===== src/rtl/keypad_scanner.sv =====
`timescale 1ns/1ps
// keypad_scanner
// Scans a 4x4 active-low matrix keypad one column at a time. Rows are
// synchronised, and each press and each release is debounced before it is
// accepted. When a press is accepted, the scanner reports its hex code
// together with a one-cycle strobe.
//
// Ports:
//   clock      system clock, rising edge
//   reset      synchronous active-high reset
//   row[3:0]   keypad rows, active low, asynchronous to clock
//   col[3:0]   column drive, active low, exactly one bit low
//   key_val    hex code of the last accepted key
//   key_valid  one-cycle pulse, one cycle after key_val/key_held update
//   key_held   high while the accepted key stays pressed
module keypad_scanner #(
    parameter int SCAN_TICKS     = 100000,
    parameter int DEBOUNCE_SCANS = 3
) (
    input  logic       clock,
    input  logic       reset,
    input  logic [3:0] row,
    output logic [3:0] col,
    output logic [3:0] key_val,
    output logic       key_valid,
    output logic       key_held
);

    localparam int TW = $clog2(SCAN_TICKS);
    localparam int CW = $clog2(DEBOUNCE_SCANS + 1);

    typedef enum logic [1:0] {
        ST_SCAN    = 2'd0,
        ST_CONFIRM = 2'd1,
        ST_HELD    = 2'd2
    } state_t;

    // Index of the lowest low row; callers only use it when some bit is low.
    function automatic logic [1:0] lowest_low(input logic [3:0] rs);
        logic [1:0] idx;
        if (rs[0] == 1'b0) begin
            idx = 2'd0;
        end else if (rs[1] == 1'b0) begin
            idx = 2'd1;
        end else if (rs[2] == 1'b0) begin
            idx = 2'd2;
        end else begin
            idx = 2'd3;
        end
        return idx;
    endfunction

    // Keypad legend: column 0 is leftmost, row 0 is the top row.
    function automatic logic [3:0] key_map(input logic [1:0] c, input logic [1:0] r);
        logic [3:0] code;
        case ({r, c})
            4'b00_00: code = 4'h1;
            4'b00_01: code = 4'h2;
            4'b00_10: code = 4'h3;
            4'b00_11: code = 4'hA;
            4'b01_00: code = 4'h4;
            4'b01_01: code = 4'h5;
            4'b01_10: code = 4'h6;
            4'b01_11: code = 4'hB;
            4'b10_00: code = 4'h7;
            4'b10_01: code = 4'h8;
            4'b10_10: code = 4'h9;
            4'b10_11: code = 4'hC;
            4'b11_00: code = 4'h0;
            4'b11_01: code = 4'hF;
            4'b11_10: code = 4'hE;
            4'b11_11: code = 4'hD;
            default:  code = 4'h0;
        endcase
        return code;
    endfunction

    state_t          state_r;
    state_t          state_nxt_s;
    logic [3:0]      row_meta_r;
    logic [3:0]      rs_r;
    logic [TW-1:0]   tick_r;
    logic [TW-1:0]   tick_nxt_s;
    logic [1:0]      col_idx_r;
    logic [1:0]      col_idx_nxt_s;
    logic [1:0]      row_idx_r;
    logic [1:0]      row_idx_nxt_s;
    logic [CW-1:0]   cnt_r;
    logic [CW-1:0]   cnt_nxt_s;
    logic [3:0]      col_r;
    logic [3:0]      col_nxt_s;
    logic [3:0]      key_val_r;
    logic [3:0]      key_val_nxt_s;
    logic            key_held_r;
    logic            key_held_nxt_s;
    logic            key_valid_r;
    logic            valid_pend_r;
    logic            pend_nxt_s;

    logic            sample_s;
    logic            any_low_s;
    logic [1:0]      low_row_s;
    logic            last_match_s;
    logic            accept_s;
    logic            release_s;
    logic            advance_s;
    logic            latch_s;

    assign sample_s     = (tick_r == TW'(SCAN_TICKS - 1));
    assign any_low_s    = (rs_r != 4'hF);
    assign low_row_s    = lowest_low(rs_r);
    // True when one more matching sample completes the debounce run.
    assign last_match_s = ((int'(cnt_r) + 1) >= DEBOUNCE_SCANS);

    // Two-flop synchroniser on the asynchronous row inputs.
    always_ff @(posedge clock) begin
        if (reset) begin
            row_meta_r <= 4'hF;
            rs_r       <= 4'hF;
        end else begin
            row_meta_r <= row;
            rs_r       <= row_meta_r;
        end
    end

    // FSM state register.
    always_ff @(posedge clock) begin
        if (reset) begin
            state_r <= ST_SCAN;
        end else begin
            state_r <= state_nxt_s;
        end
    end

    // Next-state and debounce decisions, evaluated only at sample instants.
    always_comb begin
        state_nxt_s = state_r;
        cnt_nxt_s   = cnt_r;
        accept_s    = 1'b0;
        release_s   = 1'b0;
        advance_s   = 1'b0;
        latch_s     = 1'b0;
        if (sample_s) begin
            case (state_r)
                ST_SCAN: begin
                    if (!any_low_s) begin
                        advance_s = 1'b1;
                    end else begin
                        latch_s = 1'b1;
                        if (DEBOUNCE_SCANS == 1) begin
                            accept_s    = 1'b1;
                            cnt_nxt_s   = '0;
                            state_nxt_s = ST_HELD;
                        end else begin
                            cnt_nxt_s   = CW'(1);
                            state_nxt_s = ST_CONFIRM;
                        end
                    end
                end
                ST_CONFIRM: begin
                    if (any_low_s && (low_row_s == row_idx_r)) begin
                        if (last_match_s) begin
                            accept_s    = 1'b1;
                            cnt_nxt_s   = '0;
                            state_nxt_s = ST_HELD;
                        end else begin
                            cnt_nxt_s = cnt_r + CW'(1);
                        end
                    end else begin
                        // Bounce or a different row: drop it silently.
                        advance_s   = 1'b1;
                        cnt_nxt_s   = '0;
                        state_nxt_s = ST_SCAN;
                    end
                end
                ST_HELD: begin
                    // Only the latched row matters; other rows are ignored.
                    if (rs_r[row_idx_r]) begin
                        if (last_match_s) begin
                            release_s   = 1'b1;
                            advance_s   = 1'b1;
                            cnt_nxt_s   = '0;
                            state_nxt_s = ST_SCAN;
                        end else begin
                            cnt_nxt_s = cnt_r + CW'(1);
                        end
                    end else begin
                        cnt_nxt_s = '0;
                    end
                end
                default: begin
                    cnt_nxt_s   = '0;
                    state_nxt_s = ST_SCAN;
                end
            endcase
        end else begin
            state_nxt_s = state_r;
        end
    end

    // Next values of the datapath and registered outputs.
    always_comb begin
        tick_nxt_s     = sample_s ? '0 : (tick_r + TW'(1));
        col_idx_nxt_s  = advance_s ? (col_idx_r + 2'd1) : col_idx_r;
        col_nxt_s      = ~(4'b0001 << col_idx_nxt_s);
        row_idx_nxt_s  = latch_s ? low_row_s : row_idx_r;
        pend_nxt_s     = accept_s;
        // In CONFIRM an accept implies low_row_s equals the latched row.
        key_val_nxt_s  = accept_s ? key_map(col_idx_r, low_row_s) : key_val_r;
        if (accept_s) begin
            key_held_nxt_s = 1'b1;
        end else if (release_s) begin
            key_held_nxt_s = 1'b0;
        end else begin
            key_held_nxt_s = key_held_r;
        end
    end

    // Datapath and output registers; the strobe trails the accept by one cycle.
    always_ff @(posedge clock) begin
        if (reset) begin
            tick_r       <= '0;
            col_idx_r    <= 2'd0;
            row_idx_r    <= 2'd0;
            cnt_r        <= '0;
            col_r        <= 4'b1110;
            key_val_r    <= 4'h0;
            key_held_r   <= 1'b0;
            valid_pend_r <= 1'b0;
            key_valid_r  <= 1'b0;
        end else begin
            tick_r       <= tick_nxt_s;
            col_idx_r    <= col_idx_nxt_s;
            row_idx_r    <= row_idx_nxt_s;
            cnt_r        <= cnt_nxt_s;
            col_r        <= col_nxt_s;
            key_val_r    <= key_val_nxt_s;
            key_held_r   <= key_held_nxt_s;
            valid_pend_r <= pend_nxt_s;
            key_valid_r  <= valid_pend_r;
        end
    end

    assign col       = col_r;
    assign key_val   = key_val_r;
    assign key_valid = key_valid_r;
    assign key_held  = key_held_r;

endmodule


===== config.mk =====
export PLATFORM = sky130hd
export DESIGN_NAME = keypad_scanner
export DESIGN_NICKNAME = d
export VERILOG_FILES = /design/src/rtl/keypad_scanner.sv
export SDC_FILE = /design/constraint.sdc
export NUM_CORES = 1
export LEC_CHECK = 0
export ABC_AREA = 1
export BUFFER_PORTS_ARGS = -buffer_cell sky130_fd_sc_hd__clkbuf_2
export CAP_MARGIN = 10
export CORE_MARGIN = 4
export CORE_UTILIZATION = 50
export DETAILED_ROUTE_END_ITERATION = 10
export GPL_ROUTABILITY_DRIVEN = 0
export PLACE_DENSITY = 0.68
export SLEW_MARGIN = 20
export SYNTH_ARGS = -nofsm -noshare
export SYNTH_HDL_FRONTEND = slang
export SYNTH_SLANG_ARGS = --single-unit

===== constraint.sdc =====
create_clock -name clock -period 1.7 [get_ports clock]
set_input_delay 0.51 -clock clock [delete_from_list [all_inputs] [get_ports clock]]
set_output_delay 0.51 -clock clock [all_outputs]
set_load 0.05 [all_outputs]

**After elaboration in Yosys (flattened, before gate mapping)**

Memory sizes are Yosys's and may differ from the RTL's. A register that Yosys moved wholly into a read port is not among the register bits.
Cells that the tools add are included.

- Shifts and indexed selects: 1
- Add/subtract/negate cells: 4
- Divide/modulo/power cells: 0
- Multipliers: 0
- Muxes and demuxes: 32
- Reductions and logical operators: 6
- Magnitude comparators: 2
- Equality and inequality tests: 9
- Bitwise gates (word level): 1

Operators with widths:

| operator | number |
|---|---|
| 2-to-1 mux 2 bit | 11 |
| adder 17 x 1 -> 17 bit, second input constant | 1 |
| equality test 17 bit, second input constant | 1 |
| 2-to-1 mux 1 bit | 17 |
| case mux 2 bit (3 select lines) | 2 |
| inequality test 2 bit, second input constant | 3 |
| AND reduction 5 bit | 1 |
| adder 2 x 1 -> 2 bit, second input constant | 2 |
| inequality test 4 bit, second input constant | 1 |
| inverter 4 bit | 1 |
| << shifter 1 x 2 -> 4 bit, first input constant | 1 |
| adder 2 x 1 -> 3 bit, second input constant | 1 |
| >= comparator 3 x 2 -> 1 bit, second input constant | 1 |
| < comparator 2 x 3 -> 1 bit, second input constant | 1 |
| inequality test 3 bit, second input constant | 1 |
| case mux 1 bit (3 select lines) | 1 |
| binary-select mux 1 bit (select 2 bit) | 1 |
| equality test 2 x 1 -> 1 bit, second input constant | 1 |
| equality test 2 bit | 1 |
| equality test 2 bit, second input constant | 1 |
| zero test 2 bit | 1 |
| AND reduction 2 bit | 1 |
| nonzero test 2 bit | 1 |
| OR reduction 2 bit | 1 |
| logical AND 1 bit | 1 |

- Memories: 1
- Register bits: 40
- Logic and storage cells: 67
- Bits in latches: 0
- Memory bits (read-only): 64
- Bits in writable memories: 0
- Output and inout port bits: 10

Memories:

| name | depth | width | read ports | clocked after Yosys merged registers in | wr ports | line | text |
|---|---|---|---|---|---|---|---|
| (name not given) | 16 | 4 | 1 | 1 | 0 | 56 | `case ({r, c})` |

**Longest topological paths before layout**

Gate-level depths: netlist (run 1).

- Depth after elaboration: 11
- Gate-level depth with buffers: 12
- Depth with buffers taken out: 12

**Least setup slack after synthesis (run 1)**

OpenSTA, ideal clock, no wires.

- Path kind: reg-to-reg
- From: register tick_r[0]
- To: register tick_r[14]
- Period minus slack after synthesis: 1.423 ns
- Setup time: 0.125 ns
- Stages on the path, launching flop included: 9
- Path buffers: 0
- Slack: 0.277 ns
- Arrival: 1.298 ns
- Cells stage by stage: dfxtp_1 > ha_1 > nand3_2 > nor2_2 > nand2_2 > nor3_4 > nand2_2 > nor3_1 > nor3_1

- Longest elaborated chain between the ends: 2

RTL lines:

| what | line | text |
|---|---|---|
| start: declaration | 82 | `logic [TW-1:0] tick_r;` |
| start signal: assignment | 232 | `tick_r <= tick_nxt_s;` |
| parallel branches: the longest is 2 deep, another holds adder 17 x 1 -> 17 bit | n/a |  |

Parallel ways; which one is timed is not known.
A chain may end at the register's enable or synchronous reset.

**Worst setup path in the final report (run 1)**

- From: register tick_r[0]
- To: register row_idx_r[0]

- Longest elaborated chain between the ends: 2

RTL lines:

| what | line | text |
|---|---|---|
| equality test 17 bit | 109 | `assign sample_s = (tick_r == TW'(SCAN_TICKS - 1));` |
| 2-to-1 mux 1 bit | 143 | `if (sample_s) begin` |
| end signal: assignment | 234 | `row_idx_r <= row_idx_nxt_s;` |
| end: declaration | 86 | `logic [1:0] row_idx_r;` |

No other way between the ends.

==> flow_summary.json, run 1 <==
{
  "fp.coreArea_sq_um": 4030,
  "placed_area_sq_um": 2260,
  "max-vdd-ir-drop_uv": 425,
  "die_w_microns": 72.7,
  "cts-root-buf": "clkbuf_8",
  "path_class": "reg2reg",
  "wl_per_cell_microns": 10.8,
  "power_frac_seq_pct": 60.5,
  "clock_path_buffers": 2,
  "design_area_sq_um": 2350,
  "initial_core_util_pct": 51.9,
  "synth.cell_area_sq_um": 2090,
  "clkPwrFrac_pct": 34.3,
  "numClockSinks": 44,
  "r2r_slack_ns": 0.14,
  "diodes": 0,
  "grt_start_max_net_pins": 13,
  "portBuffers": 15,
  "whs_path_depth": 2,
  "drc_errors": 0,
  "dp.final_hpwl_microns": 3040,
  "synth_top_area_share_pct": 42.1,
  "rsz0062_at_grt": "no",
  "fin_crit_sh_pct": 92.0,
  "multi_input_area_sq_um": 1060,
  "status": "finished clean",
  "drt-pass1-iter-count": 4,
  "yosys.area_share.adder_pct": 2.39,
  "utilization_pct": 58.4,
  "rows": 23,
  "htree_levels": 2,
  "cts_tree": "done",
  "drv_slew": 0,
  "r2r-start": "tick_r[0]$_SDFF_PP0_",
  "final_nets": 326,
  "overflow": 0,
  "regArea_sq_um": 883,
  "crit_path_end_kind": "flip-flop",
  "ys_types": 30,
  "area_growth_pct": 12.5,
  "cts_buffers": 5,
  "synth_top_family_by_area": "simple AND/OR/NAND/NOR gates",
  "yosysWarnings": 0,
  "filler_cell_count": 401,
  "muxShareOfSynthArea_pct": 0,
  "hold_buffers": 0,
  "drive_above_1_share_pct": 18.4,
  "clk_pin_slew_ns": 0.07,
  "power_density_nw_per_um2": 743,
  "syn-mean-instance-area_sq_um": 7.18,
  "synthTopCellsByArea": "dfxtp_1 42%, nand2_1 12%, inv_1 6.8%, nor2_1 5.4%, nand3_1 5.0%",
  "worstPathMaxFanout": 5,
  "synth-xor-area-share_pct": 2.09,
  "grt_pass1_vias": 1599,
  "hold_viol": 0,
  "p_comb_share_pct": 5.2,
  "synth_cells": 291,
  "dieArea_sq_um": 5280,
  "worstHoldEndpoint": "row_meta_r[1]$_SDFF_PP1_",
  "finalWirelength_microns": 3940,
  "grt_pass1_wl_microns": 7010,
  "vias_per_cell": 4.93,
  "hold_class": "in2reg",
  "drv_cap": 0,
  "ant_nets": 0,
  "setup_viol": 0,
  "yosys.area_share.simple_pct": 37.4,
  "yosysSeqAreaShare_pct": 42.1,
  "num_io_pins": 16,
  "finalCriticalPeriod_ns": 1.56,
  "fin_setup_tns_ns": 0,
  "start_kind": "flip-flop",
  "arrival_ns": 1.74,
  "drtIter0Drc": 101,
  "worstHoldStart": "row[1]",
  "skew_ns": 0.00312,
  "vias": 1806,
  "swShare_pct": 22.1,
  "track_usage_pct": 16.9,
  "p_sw_mw": 0.387,
  "r2r-end": "row_idx_r[0]$_SDFFE_PP0P_",
  "synth.net_count": 301,
  "worst_pin_slew_ns": 0.423,
  "synth-compound-area-share_pct": 8.20,
  "critPathRequiredTime_ns": 1.88,
  "reg2reg_depth": 8,
  "max_freq_mhz": 639,
  "die_y_microns": 72.7,
  "internal-power_mw": 1.36,
  "clkLatencyLatePin_ns": 0.29,
  "slew_headroom_pct": 71.5,
  "p_leak_nw": 0.988,
  "ys_seq_elements": 44,
  "antenna_found_initial": 0,
  "synth_top_area_cell": "dfxtp_1"
}
## cell usage after synthesis
master and instances:
inv_1 38, o211ai_1 1, inv_2 1, nor4_1 1
and2_1 1, o21a_1 1, nand2_2 4, nor2_2 4
a21boi_0 1, or2_2 8, o21ai_2 1, a21oi_1 20
nor3b_1 1, ha_1 4, nand4_1 8, nor3_1 9
nor3_4 1, nand2_1 68, xnor2_1 1, buf_2 1
nor3_2 1, nand3b_1 1, clkbuf_1 1, buf_4 1
nand3_1 21, nor2_1 30, o21ai_0 8, nand3_2 6
dfxtp_1 44, xor2_1 4
## cell usage in the layout (no fill, tap or decap), types with 2 or more instances in the layout
cell / count
clkbuf_2: 15
dfxtp_1: 42
nand3_1: 21
buf_4: 6
nand4_1: 8
nor2_1: 29
dfxtp_2: 2
a21oi_1: 20
nor3_1: 8
ha_1: 3
or2_2: 8
nand2_1: 68
o21ai_0: 7
nand2_2: 4
nor3_2: 2
nand3_2: 6
inv_1: 38
xor2_1: 4
clkbuf_8: 5
nor2_2: 4
## critical path, cell delays in order, from the launching register on
cell	delay (ns)
dfxtp_2	0.35
ha_2	0.19
nand3_2	0.14
nor2_2	0.14
nand3_1	0.16
inv_1	0.12
nand2_1	0.11
o21ai_0	0.18
a21oi_1	0.06
## how the worst max path moves through the flow
stage | startpoint | endpoint
2_1_floorplan | tick_r[0]$_SDFF_PP0_ | tick_r[14]$_SDFF_PP0_
4_1_cts | tick_r[0]$_SDFF_PP0_ | key_val[2]$_SDFFE_PP0P_
6_report | tick_r[0]$_SDFF_PP0_ | row_idx_r[0]$_SDFFE_PP0P_
3_5_place_dp | tick_r[0]$_SDFF_PP0_ | key_val[1]$_SDFFE_PP0P_
3_3_place_gp | tick_r[0]$_SDFF_PP0_ | row_idx_r[1]$_SDFFE_PP0P_
5_1_grt | tick_r[1]$_SDFF_PP0_ | row_idx_r[1]$_SDFFE_PP0P_
## sequential cells by signal, summed over array words and instances (netlist names)
register and flops:
rs_r 4, key_held 1, row_meta_r 4, key_val 4, cnt_r 2, valid_pend_r 1, col_idx_r 2, key_valid 1
tick_r 17, state_r 2, row_idx_r 2, col 4
## final cells by class
class,count,share of cell area (%)
inverters,39,6.22
clock inverters,1,0.213
repair buffers,21,5.11
clock buffers,6,3.09
flip-flops and latches,44,37.6
well taps,50,2.66
multi-input cells,205,45.2
## repair_timing
| item | CTS | global route |
|---|---|---|
| gates resized for setup | 0 | 7 |
| endpoints found under the setup margin | 0 | 15 |
| setup buffers | 0 | 0 |
## through the flow
stage	hold slack [ns]	total power, mW	setup slack (ns)	instances
after global placement	0.391	1.17	0.152	359
after floorplan	0.388	1.14	0.277	291
after CTS	0.388	1.77	0.0888	366
after global routing	0.389	1.84	0.000401	366
final	0.395	1.75	0.136	366
after detailed placement	0.394	1.17	0.0943	359
## power by group through the flow
stage | Sequential (mW) | Clock, mW | Combinational, mW
after floorplan | 1.08 | 0 | 0.0650
after global placement | 1.08 | 0 | 0.0895
after detailed placement | 1.08 | 0 | 0.0895
after CTS | 1.05 | 0.624 | 0.0904
after global routing | 1.06 | 0.672 | 0.108
final | 1.06 | 0.600 | 0.0910
## logic make-up (layout without fill, tap and decap cells)
logic type                 after synthesis  in the layout
and+or+nand+nor                        164            164
buffers and inverters                   42             67
DFF                                     44             44
AOI/OAI and AO/OA                       32             32
adders and majority gates                4              4
xor gates and xnor gates                 5              5
## metal layers
layer | vias up | GRT usage (%) | part of all wire, %
met2 | 32 | 23.2 | 42
met1 | 791 | 24.7 | 52
met5 | - | 0 | 0
met3 | 5 | 5.79 | 5.1
met4 | 0 | 4.92 | 1.2
li1 | 978 | - | -
Note: power is estimated with default switching activity, not from simulation.
==> run 2, diff against run 1 <==
- BUFFER_PORTS_ARGS: -buffer_cell sky130_fd_sc_hd__clkbuf_2 -> unset
- DONT_BUFFER_PORTS: unset -> 1
- PLACE_DENSITY: 0.68 -> unset
==> run 2 against run 1 <==
Effect of this change:
- sequential share of layout area grew 0.88 points
- largest power group unchanged
- combinational power shrank 9.1%
- design area shrank 2.3%
- routed wire length grew 3.3%
- final cell count shrank 4.6%
- clock skew grew 0.0027 ns
- non-clock buffer count shrank 18
==> flow_summary.json, run 2 (synthesized netlist as in run 1, its figures left out) <==
{
  "antenna_found_initial": 0,
  "finalCriticalPeriod_ns": 1.57,
  "largest_reg_flops": 17,
  "dp.final_hpwl_microns": 3110,
  "num_io_pins": 16,
  "worst_pin_slew_ns": 0.523,
  "critPathRequiredTime_ns": 1.88,
  "finalWorstSetupSlack_ns": 0.126,
  "final_cell_mix": "68 x nand2_1, 42 x dfxtp_1, 38 x inv_1",
  "cts_tree": "done",
  "worstPathMaxFanout": 5,
  "drtIter0Drc": 53,
  "portBuffers": 0,
  "vias": 1755,
  "vias_per_cell": 5.03,
  "clk_pin_slew_ns": 0.07,
  "drv_slew": 0,
  "cts-root-buf": "clkbuf_8",
  "max-vdd-ir-drop_uv": 529,
  "top_register": "tick_r",
  "hold_viol": 0,
  "fin_crit_sh_pct": 92.6,
  "clock_path_buffers": 2,
  "area_growth_pct": 9.93,
  "hold_class": "in2reg",
  "final_nets": 308,
  "dieArea_sq_um": 5280,
  "grt_pass1_vias": 1636,
  "r2r_slack_ns": 0.13,
  "arrival_ns": 1.75,
  "filler_cell_count": 408,
  "grt_pass1_wl_microns": 7180,
  "max_freq_mhz": 636,
  "drc_errors": 0,
  "ant_nets": 0,
  "diodes": 0,
  "crit_path_end_kind": "flip-flop",
  "cts_setup_buffers": 0,
  "skew_ns": 0.00583,
  "numClockSinks": 44,
  "initial_core_util_pct": 51.9,
  "holdWs_ns": 0.283,
  "slew_headroom_pct": 65.1,
  "cts_buffers": 5,
  "overflow": 0,
  "fp.coreArea_sq_um": 4030,
  "start_kind": "flip-flop",
  "finalWirelength_microns": 4070,
  "p_leak_nw": 0.937,
  "p_total_mw": 1.79,
  "pre_cts_slack_ns": 0.0861,
  "drt-pass1-iter-count": 4,
  "track_usage_pct": 17.1,
  "placed_area_sq_um": 2170,
  "wl_per_cell_microns": 11.7,
  "drive_above_1_share_pct": 13.0,
  "power_density_nw_per_um2": 778,
  "die_w_microns": 72.7,
  "path_class": "reg2reg",
  "utilization_pct": 57.0,
  "mostFrequentLayoutCell": "nand2_1",
  "die_y_microns": 72.7,
  "design_area_sq_um": 2300,
  "rows": 23,
  "htree_levels": 2,
  "clkLatencyLatePin_ns": 0.29,
  "drv_cap": 0,
  "status": "finished clean",
  "setup_viol": 0,
  "grt_start_max_net_pins": 18
}
[run 2: cell count changes in the layout (fill, tap and decap cells not counted), sizes merged]
cell and change:
clkbuf -13, buf -3, clkinv -1
[run 2: path summary, 6_finish.rpt]
| check | start | end | cells past startpoint |
|---|---|---|---|
| setup / recovery | tick_r[1]$_SDFF_PP0_ | row_idx_r[0]$_SDFFE_PP0P_ | 8 |
| hold / removal | reset | cnt_r[1]$_SDFFE_PP0P_ | 1 |
| setup reg to reg | tick_r[1]$_SDFF_PP0_ | row_idx_r[0]$_SDFFE_PP0P_ | 8 |
| hold reg to reg | valid_pend_r$_SDFF_PP0_ | key_valid$_SDFF_PP0_ | 2 |
[run 2: power by group]
group	total, mW	switching, mW	leakage [nW]	internal (mW)
Combinational	0.0827	0.0506	0.534	0.0321
Sequential	1.06	0.0108	0.357	1.05
Clock	0.648	0.317	0.0455	0.331
Total	1.79	0.379	0.937	1.41
[run 2: timing repair]
| item | in CTS | in global routing |
|---|---|---|
| endpoints found under the setup margin | 0 | 15 |
| resized for setup | 0 | 9 |
| hold buffers | 0 | 0 |
[run 2: per-stage QoR]
| step | std cells | TNS [ns] |
|---|---|---|
| global route | 349 | -0.0118 |
| CTS | 349 | 0 |
| floorplan | 291 | 0 |
| global placement | 341 | 0 |
| finish | 349 | 0 |
| detailed placement | 341 | 0 |
[run 2: cell type report]
cell class | instances | area (sq um) | share of cell area, %
sequential | 44 | 883 | 38.4
inverter | 39 | 146 | 6.37
multi-input combinational | 205 | 1080 | 47.0
tap | 50 | 62.6 | 2.72
clock buffer | 8 | 90.1 | 3.92
timing repair buffer | 3 | 35.0 | 1.52
[run 2: worst max-delay path: stages, from the launching register on]
cell and delay [ns]:
dfxtp_1 0.36, ha_1 0.25, nand3_4 0.13, nor2_4 0.12
nand3_2 0.13, inv_1 0.11, nand2_1 0.12, o21ai_0 0.19
a21oi_1 0.06
[run 2: metal layers]
layer | track usage (%) | vias to the layer above | wire, microns
met5 | 0 | - | 0
met4 | 4.92 | 0 | 43
met3 | 4.96 | 5 | 153
met2 | 26.0 | 26 | 1700
met1 | 23.5 | 781 | 2170
li1 | - | 943 | -
